$ cat config.mk
export PLATFORM = sky130hd
export DESIGN_NAME = multicycle_control_unit
export DESIGN_NICKNAME = d
export VERILOG_FILES = /design/src/rtl/multicycle_control_unit.sv
export SDC_FILE = /design/constraint.sdc
export NUM_CORES = 1
export LEC_CHECK = 0
export ABC_AREA = 1
export CAP_MARGIN = 20
export CORE_MARGIN = 1
export CORE_UTILIZATION = 53
export DETAILED_ROUTE_END_ITERATION = 10
export PLACE_DENSITY = 0.83
export SLEW_MARGIN = 15
export SYNTH_ARGS = -nofsm -noshare
export SYNTH_HDL_FRONTEND = slang
export SYNTH_SLANG_ARGS = --single-unit
$ cat constraint.sdc
create_clock -name clk -period 3.52 [get_ports clk]
set_input_delay 0.704 -clock clk [delete_from_list [all_inputs] [get_ports clk]]
set_output_delay 0.704 -clock clk [all_outputs]
set_load 0.02 [all_outputs]
$ cat src/rtl/multicycle_control_unit.sv
// Multicycle CPU control FSM: fetch/decode/execute/mem/writeback/branch sequencing,
// datapath strobes, memory-timeout handling and a retired-instruction counter.
module multicycle_control_unit #(
  parameter int OPCODE_W    = 5,
  parameter int ALU_FN_W    = 3,
  parameter int CNT_W       = 16,
  parameter int MEM_TIMEOUT = 15
) (
  input  logic                clk,
  input  logic                reset_n,
  input  logic [OPCODE_W-1:0] opcode,
  input  logic                flag_z,
  input  logic                flag_n,
  input  logic                stall,
  input  logic                imem_ready,
  input  logic                dmem_ready,
  output logic                imem_req,
  output logic                ir_write,
  output logic                pc_write,
  output logic                pc_src_branch,
  output logic                reg_write,
  output logic                is_move,
  output logic                is_imm,
  output logic                flags_write,
  output logic                dm_req,
  output logic                dm_write_enable,
  output logic [ALU_FN_W-1:0] alu_function,
  output logic [1:0]          writeData_select,
  output logic [2:0]          state,
  output logic [CNT_W-1:0]    retired_count,
  output logic                illegal_op,
  output logic                mem_fault
);

  typedef enum logic [2:0] {
    S_FETCH     = 3'd0,
    S_DECODE    = 3'd1,
    S_EXECUTE   = 3'd2,
    S_MEM       = 3'd3,
    S_WRITEBACK = 3'd4,
    S_BRANCH    = 3'd5
  } state_t;

  localparam int WAIT_W = (MEM_TIMEOUT < 1) ? 1 : $clog2(MEM_TIMEOUT + 1);

  localparam logic [OPCODE_W-1:0] OP_NOP  = OPCODE_W'(0);
  localparam logic [OPCODE_W-1:0] OP_MOV  = OPCODE_W'(6);
  localparam logic [OPCODE_W-1:0] OP_LW   = OPCODE_W'(7);
  localparam logic [OPCODE_W-1:0] OP_SW   = OPCODE_W'(8);
  localparam logic [OPCODE_W-1:0] OP_LI   = OPCODE_W'(9);
  localparam logic [OPCODE_W-1:0] OP_ADDI = OPCODE_W'(10);
  localparam logic [OPCODE_W-1:0] OP_SUBI = OPCODE_W'(11);
  localparam logic [OPCODE_W-1:0] OP_CMP  = OPCODE_W'(12);
  localparam logic [OPCODE_W-1:0] OP_JZ   = OPCODE_W'(13);
  localparam logic [OPCODE_W-1:0] OP_JNZ  = OPCODE_W'(14);
  localparam logic [OPCODE_W-1:0] OP_JG   = OPCODE_W'(15);
  localparam logic [OPCODE_W-1:0] OP_JL   = OPCODE_W'(16);
  localparam logic [OPCODE_W-1:0] OP_JUMP = OPCODE_W'(17);

  state_t            state_q, state_n;
  logic [WAIT_W-1:0] wait_q, wait_n;
  logic              run_q;
  logic              retire;

  function automatic logic [2:0] alu_code(input logic [OPCODE_W-1:0] op);
    case (op)
      OPCODE_W'(2), OP_SUBI, OP_CMP: alu_code = 3'd1;
      OPCODE_W'(3):                  alu_code = 3'd3;
      OPCODE_W'(4):                  alu_code = 3'd2;
      OPCODE_W'(5):                  alu_code = 3'd4;
      default:                       alu_code = 3'd0;
    endcase
  endfunction

  function automatic logic branch_taken(input logic [OPCODE_W-1:0] op,
                                        input logic z, input logic n);
    case (op)
      OP_JZ:   branch_taken = z;
      OP_JNZ:  branch_taken = !z;
      OP_JG:   branch_taken = !z && !n;
      OP_JL:   branch_taken = n;
      OP_JUMP: branch_taken = 1'b1;
      default: branch_taken = 1'b0;
    endcase
  endfunction

  logic op_illegal, op_branch, op_mem, op_flags;
  assign op_illegal = (opcode > OP_JUMP);
  assign op_branch  = (opcode >= OP_JZ) && !op_illegal;
  assign op_mem     = (opcode == OP_LW) || (opcode == OP_SW);
  assign op_flags   = ((opcode >= OPCODE_W'(1)) && (opcode <= OP_MOV)) ||
                      ((opcode >= OP_ADDI) && (opcode <= OP_CMP));

  assign state = state_q;

  // run_q keeps every strobe low in the first cycle after reset release
  always_ff @(posedge clk or negedge reset_n) begin
    if (!reset_n) begin
      state_q       <= S_FETCH;
      wait_q        <= '0;
      run_q         <= 1'b0;
      retired_count <= '0;
    end else begin
      state_q <= state_n;
      wait_q  <= wait_n;
      run_q   <= 1'b1;
      if (retire) retired_count <= retired_count + CNT_W'(1);
    end
  end

  always_comb begin
    state_n          = state_q;
    wait_n           = wait_q;
    retire           = 1'b0;
    imem_req         = 1'b0;
    ir_write         = 1'b0;
    pc_write         = 1'b0;
    pc_src_branch    = 1'b0;
    reg_write        = 1'b0;
    is_move          = 1'b0;
    is_imm           = 1'b0;
    flags_write      = 1'b0;
    dm_req           = 1'b0;
    dm_write_enable  = 1'b0;
    alu_function     = '0;
    writeData_select = 2'b00;
    illegal_op       = 1'b0;
    mem_fault        = 1'b0;
    if (run_q && !stall) begin
      case (state_q)
        S_FETCH: begin
          imem_req = 1'b1;
          if (imem_ready) begin
            ir_write = 1'b1;
            pc_write = 1'b1;
            state_n  = S_DECODE;
          end
        end
        S_DECODE: begin
          if (op_illegal) begin
            illegal_op = 1'b1;
            state_n    = S_FETCH;
          end else if (opcode == OP_NOP) begin
            retire  = 1'b1;
            state_n = S_FETCH;
          end else if (op_branch) begin
            state_n = S_BRANCH;
          end else if (op_mem) begin
            wait_n  = '0;
            state_n = S_MEM;
          end else begin
            state_n = S_EXECUTE;
          end
        end
        S_EXECUTE: begin
          alu_function = ALU_FN_W'(alu_code(opcode));
          is_imm       = (opcode == OP_ADDI) || (opcode == OP_SUBI);
          flags_write  = op_flags;
          if (opcode == OP_CMP) begin
            retire  = 1'b1;
            state_n = S_FETCH;
          end else begin
            state_n = S_WRITEBACK;
          end
        end
        S_MEM: begin
          // Timeout is judged on the registered count so mem_fault never depends on dmem_ready
          if (wait_q == WAIT_W'(MEM_TIMEOUT)) begin
            mem_fault = 1'b1;
            wait_n    = '0;
            state_n   = S_FETCH;
          end else begin
            dm_req          = 1'b1;
            dm_write_enable = (opcode == OP_SW);
            if (dmem_ready) begin
              wait_n = '0;
              if (opcode == OP_SW) begin
                retire  = 1'b1;
                state_n = S_FETCH;
              end else begin
                state_n = S_WRITEBACK;
              end
            end else begin
              wait_n = wait_q + WAIT_W'(1);
            end
          end
        end
        S_WRITEBACK: begin
          reg_write = 1'b1;
          if (opcode == OP_MOV) begin
            writeData_select = 2'b01;
            is_move          = 1'b1;
          end else if (opcode == OP_LW) begin
            writeData_select = 2'b10;
          end else if (opcode == OP_LI) begin
            writeData_select = 2'b11;
          end
          retire  = 1'b1;
          state_n = S_FETCH;
        end
        S_BRANCH: begin
          pc_src_branch = 1'b1;
          pc_write      = branch_taken(opcode, flag_z, flag_n);
          retire        = 1'b1;
          state_n       = S_FETCH;
        end
        default: state_n = S_FETCH;
      endcase
    end
  end

endmodule

==> flow_metrics.py <==
metrics = {
    "worst_setup_path": {
        "worstPathMaxFanout": 19,
        "ff2ff_path_depth": 10,
        "critical_path_required_ps": 2820,
        "rr_endpoint": "retired_count[1]$_DFFE_PN0P_",
        "timing.rr.start": "state[2]$_DFFE_PN0P_",
        "setup.worst_path.class": "primary input to output pin",
        "cp.arrival_ps": 2660,
        "cp-end-kind": "output pin",
        "startpoint_type": "primary input",
        "ff2ff_setup_slack_ps": 1790,
    },
    "place": {
        "io_buffers": 47,
        "finalWeightedCongestion": 0.935,
        "dpl.hpwl_mm": 3.53,
        "place_ws_ps": 170,
    },
    "sta": {
        "setup_tns_ps": 0,
        "worst_pin_slew_ps": 532,
        "fin_crit_ps": 3370,
        "min_period_over_period_pct": 95.6,
        "fin_worst_skew_ps": 17.6,
        "rsz0062_at_grt": "false",
        "max_slew_margin_pct": 64.6,
        "final-hold-violation-count": 0,
        "setup_viol": 0,
        "finalWorstSetupSlack_ps": 155,
        "fmax_mhz": 297,
        "final_max_slew_viol_count": 0,
    },
    "cts": {
        "ctsHoldBuffers": 0,
        "clockRootBuffer": "clkbuf_4",
        "cts_inserted_buffers": 3,
        "cts_tree": "yes",
        "clk_path_buf_depth": 2,
        "h-tree-depth": 1,
        "ctsResizeCount": 0,
        "clkLatencyLatePin_ps": 310,
        "post_cts_buffers": 0,
        "clock-sinks": 24,
        "clk_pin_slew_ps": 140,
    },
    "synthesis": {
        "synth_mux_area_share_pct": 0,
        "netlist_instances": 301,
        "ys_ff_latch": 24,
        "synthXorXnorAreaFrac_pct": 3.73,
        "synth_edf_count": 0,
        "synth_area_mm2": 0.00188,
        "post-synth-top-area-fraction_pct": 32.0,
        "async_flop_share_pct": 100,
        "ys.flop_type": "dfrtp_1",
        "ys_seq_area_share_pct": 32.0,
        "mappedNetlistNets": 315,
        "ys_types": 28,
        "synth-simple-area-share_pct": 46.7,
        "synth_area_leader_cell": "dfrtp_1",
        "synth_fa_ha_area_share_pct": 1.33,
        "synthTopCellsByArea": "dfrtp_1 32%, nand2_1 19%, nand3_1 9.6%, nor2_1 7.6%, inv_1 6.2%",
        "synth_top_family_by_area": "simple AND/OR/NAND/NOR gates",
        "ys_warn_count": 0,
        "avgSynthCellArea_um2": 6.24,
        "synth_compound_area_share_pct": 6.59,
    },
    "floorplan": {
        "row_count": 21,
        "fp.dieH_um": 61.5,
        "core_area_mm2": 0.00336,
        "dieArea_mm2": 0.00379,
        "start_util_pct": 55.9,
        "die_w_um": 61.5,
        "boundaryPins": 48,
    },
    "drt": {
        "ant_nets": 0,
        "drt_iter0_markers": 143,
        "vias": 2059,
        "drcViolationCount": 0,
        "wirelength_mm": 4.57,
        "first_pass_iters": 4,
        "avgRoutedWirePerCell_um": 11.6,
        "vias_per_cell": 5.23,
    },
    "cells_and_area": {
        "antenna-diode-count": 0,
        "area_growth_syn_to_layout_pct": 29.4,
        "n_fill_cell": 305,
        "drive_above_1_share_pct": 6.32,
        "register_area_um2": 601,
        "multiInputGateArea_mm2": 0.00110,
        "final_nets": 363,
    },
    "global_routing": {
        "grt_util_met3_pct": 2.94,
        "grt_util_met2_pct": 45.5,
        "grt_pass1_wl_mm": 7.52,
        "grt_max_degree": 25,
        "grt_usage_pct": 25.9,
        "antenna_found_initial": 0,
        "grt_overflow": 0,
        "gr-max-usage-layer": "met2",
        "grt_pass1_vias": 1790,
        "grtUsageMet1_pct": 33.2,
    },
    "power_and_ir_drop": {
        "total_leakage_power_nw": 1.12,
        "p_per_area_mw_per_mm2": 379,
        "peakVddDrop_mv": 0.262,
        "power.total_mw": 0.921,
    },
    "flow_run": {
        "cap_violations": 0,
    },
    "status": {
        "outcome": "complete, no violations",
    },
    "min_path": {
        "hold_path.class": "primary input to async pin",
    },
}
## critical path, stage by stage
cell and delay (ps):
clkdlybuf4s50_1 410, nor2_1 150, buf_4 280, nand3_1 220
a211oi_1 260, clkdlybuf4s50_1 640
## final cells by class
cell class / instances / share of cell area, %
multi-input cells: 235 / 45.3
flip-flops and latches: 24 / 24.7
repair buffers: 50 / 20.1
inverters: 35 / 5.40
well taps: 46 / 2.37
clock inverters: 1 / 1.24
clock buffers: 3 / 0.926
## cell families after synthesis
kind of cell	after synthesis
fa+ha+maj	2
xor+xnor	8
other cells	1
simple gates	201
flops	24
buf+inv	42
compound gates	23
## synth_stat cells, types with 2 or more instances
master    n
a21oi_1   3
buf_2     3
buf_4     2
dfrtp_1  24
ha_1      2
inv_1    31
inv_2     3
nand2_1  97
nand2_4   2
nand3_1  36
nand4_1  10
nor2_1   38
nor2_2    6
nor3_1    8
o21ai_0  16
or2_2     2
xnor2_1   3
xor2_1    5
## cell usage in the layout, fill, tap and decap left out
master           netlist  routed
nand2_1               97      97
clkdlybuf4s50_1        0      46
nor2_1                38      38
nand3_1               36      36
inv_1                 31      31
dfrtp_1               24      24
o21ai_0               16      16
nand4_1               10      10
nor3_1                 8       8
nor2_2                 6       6
xor2_1                 5       5
inv_2                  3       3
a21oi_1                3       3
xnor2_1                3       3
clkbuf_4               0       3
buf_4                  2       3
nand2_4                2       2
or2_2                  2       2
ha_1                   2       2
clkinv_1               1       1
a211oi_1               1       1
nand3_2                1       1
o22ai_1                1       1
nor4_1                 1       1
o211ai_1               1       1
o21bai_1               1       1
bufinv_16              0       1
buf_2                  3       1
conb_1                 1       1
## state kept, by name, indices dropped and copies added (netlist names)
register and count:
run_q 1, wait_q 4, state 3, retired_count 16
## how the worst max path moves through the flow
stage                     slack [ps]   from  depth (start not counted)                   to
after floorplan                  630  stall                          5             pc_write
after global placement           200  stall                          6  writeData_select[1]
after detailed placement         170  stall                          6  writeData_select[1]
after CTS                        170  stall                          6  writeData_select[1]
after global routing              30  stall                          7             pc_write
final                            150  stall                          6  writeData_select[1]
## power breakdown
part           internal, mW  total [mW]  switching [mW]
Clock                 0.115       0.195          0.0805
Combinational         0.139       0.367           0.228
Sequential            0.306       0.359          0.0530
Total                 0.559       0.921           0.362
## stage by stage
step	std cells	area, µm²	utilization, %	hold WS, ps
6_report	394	2430	72.3	344
5_1_grt	394	2430	72.3	374
4_1_cts	394	2440	72.4	564
3_5_place_dp	390	2380	70.9	530
3_3_place_gp	390	2380	70.9	513
2_1_floorplan	301	1880	-	408
## per-layer routing
layer	vias up	routed length [µm]
li1	1056	-
met1	939	2040
met2	60	2300
met3	4	207
met4	0	21
met5	-	0
Note: power is estimated with default switching activity, not from simulation.
